==> src/rtl/td4_pkg.sv <==
// TD4 sequencer shared definitions: states, opcodes,
// load strobe bit positions and ALU source select codes.
package td4_pkg;

  typedef enum logic [2:0] {
    ST_IDLE   = 3'd0,
    ST_FETCH  = 3'd1,
    ST_DECODE = 3'd2,
    ST_EXEC   = 3'd3,
    ST_HALT   = 3'd4,
    ST_FAULT  = 3'd5
  } state_t;

  localparam logic [3:0] OP_ADD_A_IM = 4'b0000;
  localparam logic [3:0] OP_MOV_A_B  = 4'b0001;
  localparam logic [3:0] OP_IN_A     = 4'b0010;
  localparam logic [3:0] OP_MOV_A_IM = 4'b0011;
  localparam logic [3:0] OP_MOV_B_A  = 4'b0100;
  localparam logic [3:0] OP_ADD_B_IM = 4'b0101;
  localparam logic [3:0] OP_IN_B     = 4'b0110;
  localparam logic [3:0] OP_MOV_B_IM = 4'b0111;
  localparam logic [3:0] OP_HLT      = 4'b1000;
  localparam logic [3:0] OP_OUT_B    = 4'b1001;
  localparam logic [3:0] OP_NOP0     = 4'b1010;
  localparam logic [3:0] OP_OUT_IM   = 4'b1011;
  localparam logic [3:0] OP_JC       = 4'b1100;
  localparam logic [3:0] OP_NOP1     = 4'b1101;
  localparam logic [3:0] OP_JNC      = 4'b1110;
  localparam logic [3:0] OP_JMP      = 4'b1111;

  localparam int LD_A   = 0;
  localparam int LD_B   = 1;
  localparam int LD_OUT = 2;
  localparam int LD_PC  = 3;

  // {SEL_B, SEL_A}
  localparam logic [1:0] SEL_SRC_A    = 2'b00;
  localparam logic [1:0] SEL_SRC_B    = 2'b01;
  localparam logic [1:0] SEL_SRC_IN   = 2'b10;
  localparam logic [1:0] SEL_SRC_ZERO = 2'b11;

endpackage

==> src/rtl/td4_seq_decoder_op_decode.sv <==
// Combinational opcode + carry flag to load strobes,
// ALU source selects and PC increment.
module td4_op_decode
  import td4_pkg::*;
(
  input  logic [3:0] op,
  input  logic       c_flag,
  output logic [3:0] load,
  output logic       sel_a,
  output logic       sel_b,
  output logic       pc_inc,
  output logic       halt
);

  always_comb begin
    load = '0;
    halt = 1'b0;
    unique case (1'b1)
      op[3:2] == 2'b00: load[LD_A] = 1'b1;
      op[3:2] == 2'b01: load[LD_B] = 1'b1;
      op == OP_OUT_B,
      op == OP_OUT_IM:  load[LD_OUT] = 1'b1;
      op == OP_JMP:     load[LD_PC] = 1'b1;
      op == OP_JNC:     load[LD_PC] = ~c_flag;
      op == OP_JC:      load[LD_PC] = c_flag;
      op == OP_HLT:     halt = 1'b1;
      default:          ;
    endcase
  end

  assign sel_a  = op[0] | op[3];
  assign sel_b  = op[1];
  assign pc_inc = ~load[LD_PC] & ~halt;

endmodule

==> src/rtl/td4_seq_decoder.sv <==
// TD4 sequenced control unit: FETCH/DECODE/EXEC against a
// variable-latency instruction memory, carry flag, HLT and fetch timeout.
module td4_seq_decoder
  import td4_pkg::*;
#(
  parameter int DATA_W  = 4,
  parameter int TIMEOUT = 15,
  parameter int TMO_W   = 4
) (
  input  logic              CLK,
  input  logic              RESET,
  input  logic              RUN,
  output logic              FETCH_REQ,
  input  logic              INSTR_VALID,
  input  logic [3:0]        OP_CODE,
  input  logic [DATA_W-1:0] IMM_IN,
  input  logic              C_IN,
  output logic [3:0]        LOAD,
  output logic              SEL_A,
  output logic              SEL_B,
  output logic              PC_INC,
  output logic [DATA_W-1:0] IMM,
  output logic              C_FLAG,
  output logic              HALTED,
  output logic              FAULT
);

  state_t           state;
  state_t           state_n;
  logic [3:0]       op_q;
  logic [TMO_W-1:0] cnt;
  logic [3:0]       dec_load;
  logic             dec_sel_a;
  logic             dec_sel_b;
  logic             dec_pc_inc;
  logic             dec_halt;
  logic             tmo;

  td4_op_decode u_dec (
    .op     (op_q),
    .c_flag (C_FLAG),
    .load   (dec_load),
    .sel_a  (dec_sel_a),
    .sel_b  (dec_sel_b),
    .pc_inc (dec_pc_inc),
    .halt   (dec_halt)
  );

  assign tmo = (cnt == TMO_W'(TIMEOUT));

  always_comb begin
    state_n = state;
    unique case (state)
      ST_IDLE:   if (RUN) state_n = ST_FETCH;
      ST_FETCH: begin
        if (INSTR_VALID) state_n = ST_DECODE;
        else if (tmo)    state_n = ST_FAULT;
      end
      ST_DECODE: state_n = ST_EXEC;
      ST_EXEC: begin
        if (dec_halt) state_n = ST_HALT;
        else if (RUN) state_n = ST_FETCH;
        else          state_n = ST_IDLE;
      end
      ST_HALT:   state_n = ST_HALT;
      ST_FAULT:  state_n = ST_FAULT;
      default:   state_n = ST_IDLE;
    endcase
  end

  always_ff @(posedge CLK) begin
    if (RESET) begin
      state  <= ST_IDLE;
      op_q   <= '0;
      cnt    <= '0;
      IMM    <= '0;
      SEL_A  <= 1'b0;
      SEL_B  <= 1'b0;
      C_FLAG <= 1'b0;
    end else begin
      state <= state_n;
      // wait counter only runs while we stay in FETCH
      if (state == ST_FETCH && state_n == ST_FETCH)
        cnt <= cnt + 1'b1;
      else
        cnt <= '0;
      if (state == ST_FETCH && INSTR_VALID) begin
        op_q <= OP_CODE;
        IMM  <= IMM_IN;
      end
      if (state == ST_DECODE) begin
        SEL_A <= dec_sel_a;
        SEL_B <= dec_sel_b;
      end
      if (state == ST_EXEC && !dec_halt)
        C_FLAG <= C_IN;
    end
  end

  assign FETCH_REQ = (state == ST_FETCH);
  assign LOAD      = (state == ST_EXEC) ? dec_load : 4'b0000;
  assign PC_INC    = (state == ST_EXEC) & dec_pc_inc;
  assign HALTED    = (state == ST_HALT);
  assign FAULT     = (state == ST_FAULT);

endmodule

==> config.mk <==
export PLATFORM = sky130hd
export DESIGN_NAME = td4_seq_decoder
export DESIGN_NICKNAME = d
export VERILOG_FILES = /design/src/rtl/td4_pkg.sv /design/src/rtl/td4_seq_decoder_op_decode.sv /design/src/rtl/td4_seq_decoder.sv
export SDC_FILE = /design/constraint.sdc
export NUM_CORES = 1
export LEC_CHECK = 0
export BUFFER_PORTS_ARGS = -buffer_cell sky130_fd_sc_hd__buf_2
export CORE_UTILIZATION = 48
export CTS_CLUSTER_DIAMETER = 30
export DETAILED_ROUTE_END_ITERATION = 16
export GPL_TIMING_DRIVEN = 0
export PLACE_DENSITY = 0.76
export SKIP_CTS_REPAIR_TIMING = 1
export SLEW_MARGIN = 10
export SYNTH_ARGS = -nofsm -noshare
export SYNTH_HDL_FRONTEND = slang
export SYNTH_SLANG_ARGS = --single-unit
==> constraint.sdc <==
create_clock -name CLK -period 1.8 [get_ports CLK]
set_clock_uncertainty 0.05 [all_clocks]
set_input_delay 0 -clock CLK [delete_from_list [all_inputs] [get_ports CLK]]
set_output_delay 0 -clock CLK [all_outputs]
set_load 0.1 [all_outputs]
==> results_dict.tcl <==
set metrics [dict create \
    status "complete, but fails checks" \
    violations "design-rule violations" \
    synthArstFlopShare_pct 0 \
    hp-class "input port to flop" \
    cts_made_buffers 3 \
    clk_latency_ns 0.28 \
    hold_path_depth 4 \
    ir_drop_mv 0.606 \
    final_common_cell "buf_2" \
    core_um2 1580 \
    cp-end-kind "output pin" \
    start_kind "flop" \
    syn_inst 91 \
    min_period_ns 1.71 \
    multiInputGateArea_um2 519 \
    wl_per_cell_um 13.0 \
    grt_overflow 0 \
    antenna_found_initial 0 \
    row_count 14 \
    cts_tree "yes" \
    grt_pass1_wl_um 2920 \
    required_ns 1.75 \
    criticalPathCategory "flop to output pin" \
    initial_utilization_pct 53.8 \
    drtIter0Drc 14 \
    area_growth_pct 44.0 \
    synth_edf_count 0 \
    rr_endpoint "state[0]" \
    port-buffer-count 27 \
    finalWirelength_um 1950 \
    min_period_over_period_pct 95.3 \
    setup_viol 0 \
    min-delay-start "RUN" \
    drive_gt1_share_pct 38.8 \
    clock_path_buffers 2 \
    ant_nets 0 \
    r2r_cells 3 \
    track_usage_pct 19.8 \
    drv_slew 0 \
    fin_cells 150 \
    htree_levels 1 \
    ys_ff_latch 18 \
    ys.flop_type "dfxtp_1" \
    vias 823 \
    placed_cells 134 \
    fillers 117 \
    netlist_area_um2 848 \
    gp_congestion 0.693 \
    p_per_area_nw_per_um2 700 \
    leakage_nw 0.517 \
    io_pins 28 \
    ys_seq_area_share_pct 42.5 \
    cts.sinks 18 \
    grt_max_degree 11 \
    seq_area_um2 363 \
    routed_via_density 5.49 \
    reg2reg_slack_ns 0.13 \
    crit_arrival_ns 1.66 \
    dieWidth_um 44.0 \
    cap_violations 0 \
    clk_pin_slew_worst_paths_ns 0.10 \
    ys_warn_count 0 \
    synth_cell_types 33 \
    fmax_ghz 0.583 \
    relSlewSlack_pct 56.6 \
    hold_violations 0 \
    die_y_um 44.0 \
    worst-slew-pin-transition_ns 0.642 \
    syn_avg_cell_area_um2 9.32 \
    synth_nets 105 \
    fin_total_pwr_w 0.000855 \
    whs_endpoint "state[0]" \
    drc_errors 1 \
    grt_pass1_vias 699 \
    dieArea_um2 1940 \
    cts_root_buf "clkbuf_4" \
    drt_pass1_iterations 12 \
    finalNetCount 150 \
    antenna_cells 0 \
    layout_common_cells "buf_2, dfxtp_1, nor2_1" \
    critPathMaxFanout 10 \
    reg2reg_from "op_q[3]" \
    post-dp-hpwl_um 1270 \
]
==> synth_stat cells, drive strengths merged, types with 2 or more instances <==
cell type  count  area share, %
nand2          5            2.2
a21oi          2            1.2
nor2          20            8.8
nor3           2            1.2
nand2b         2            2.4
nor3b          4            4.7
inv            2           0.89
dfxtp         18             42
a31oi          2            1.5
mux2i          9             11
or4            2            2.2
nor2b          2            1.5
a21o           3            2.8
buf            2            1.5
xnor2          2            2.1
nand3b         2            1.8
==> cell type report <==
type                            instances  area share [%]
Multi-Input combinational cell         68            42.5
Sequential cell                        18            29.7
Timing Repair Buffer                   40            22.3
Clock buffer                            3            1.84
Tap cell                               16            1.64
Buffer                                  3            1.33
Inverter                                2           0.615
==> metrics by stage <==
step                      utilization (%)  setup TNS (ns)  cell area, um2  worst slack, ns  hold slack, ns
after floorplan                         -          -0.113             905           -0.113          0.0228
final                                77.5               0            1220           0.0850          0.0791
after global placement               67.2               0            1060            0.225           0.183
after global routing                 77.5        -0.00875            1220         -0.00771          0.0951
after detailed placement             67.2               0            1060            0.189           0.195
after CTS                            68.7          -0.185            1080          -0.0803          -0.105
==> logic make-up (layout without fill, tap and decap cells) <==
kind of cell / Yosys count / count (layout) / share of synthesized area (%)
fa+ha+maj: 1 / 1 / 1.47
mux: 9 / 9 / 10.6
flops: 18 / 18 / 42.5
compound gates: 13 / 13 / 11.5
simple gates: 43 / 43 / 29.1
buf+inv: 5 / 48 / 2.80
xor+xnor: 2 / 2 / 2.07
==> critical path, stage by stage, from the launching register on <==
cell and delay, ns:
dfxtp_1 0.32, buf_2 0.17, and3b_2 0.27, nand2_1 0.12, nor3b_4 0.21, buf_4 0.31
==> layer usage <==
metal / up-vias / routed length [um] / global-route usage [%]
li1: 415 / - / -
met1: 383 / 828 / 25.3
met2: 21 / 1020 / 34.1
met3: 4 / 62 / 2.45
met4: 0 / 36 / 7.27
met5: - / 0 / 0
==> registers in the layout (all words and copies together), names as in the netlist <==
register,flops
cnt,4
IMM,4
C_FLAG,1
SEL_A,1
op_q,4
state,3
SEL_B,1
==> worst max path at each step <==
| stage | startpoint | to | slack, ns | depth (start not counted) |
|---|---|---|---|---|
| 2_1_floorplan | C_FLAG | LOAD[3] | -0.11 | 3 |
| 3_3_place_gp | op_q[3] | state[0] | 0.23 | 3 |
| 3_5_place_dp | op_q[3] | state[0] | 0.19 | 3 |
| 4_1_cts | state[2] | LOAD[2] | -0.08 | 4 |
| 5_1_grt | op_q[3] | state[0] | -0.008 | 3 |
| 6_report | state[2] | LOAD[3] | 0.09 | 5 |
==> report_power, final <==
group	switching [W]	total, W	internal [W]	leakage, nW
clock network	0.000111	0.000189	0.0000775	0.0138
registers	0.0000274	0.000444	0.000417	0.147
logic	0.000145	0.000222	0.0000774	0.356
Note: power is estimated with default switching activity, not from simulation.
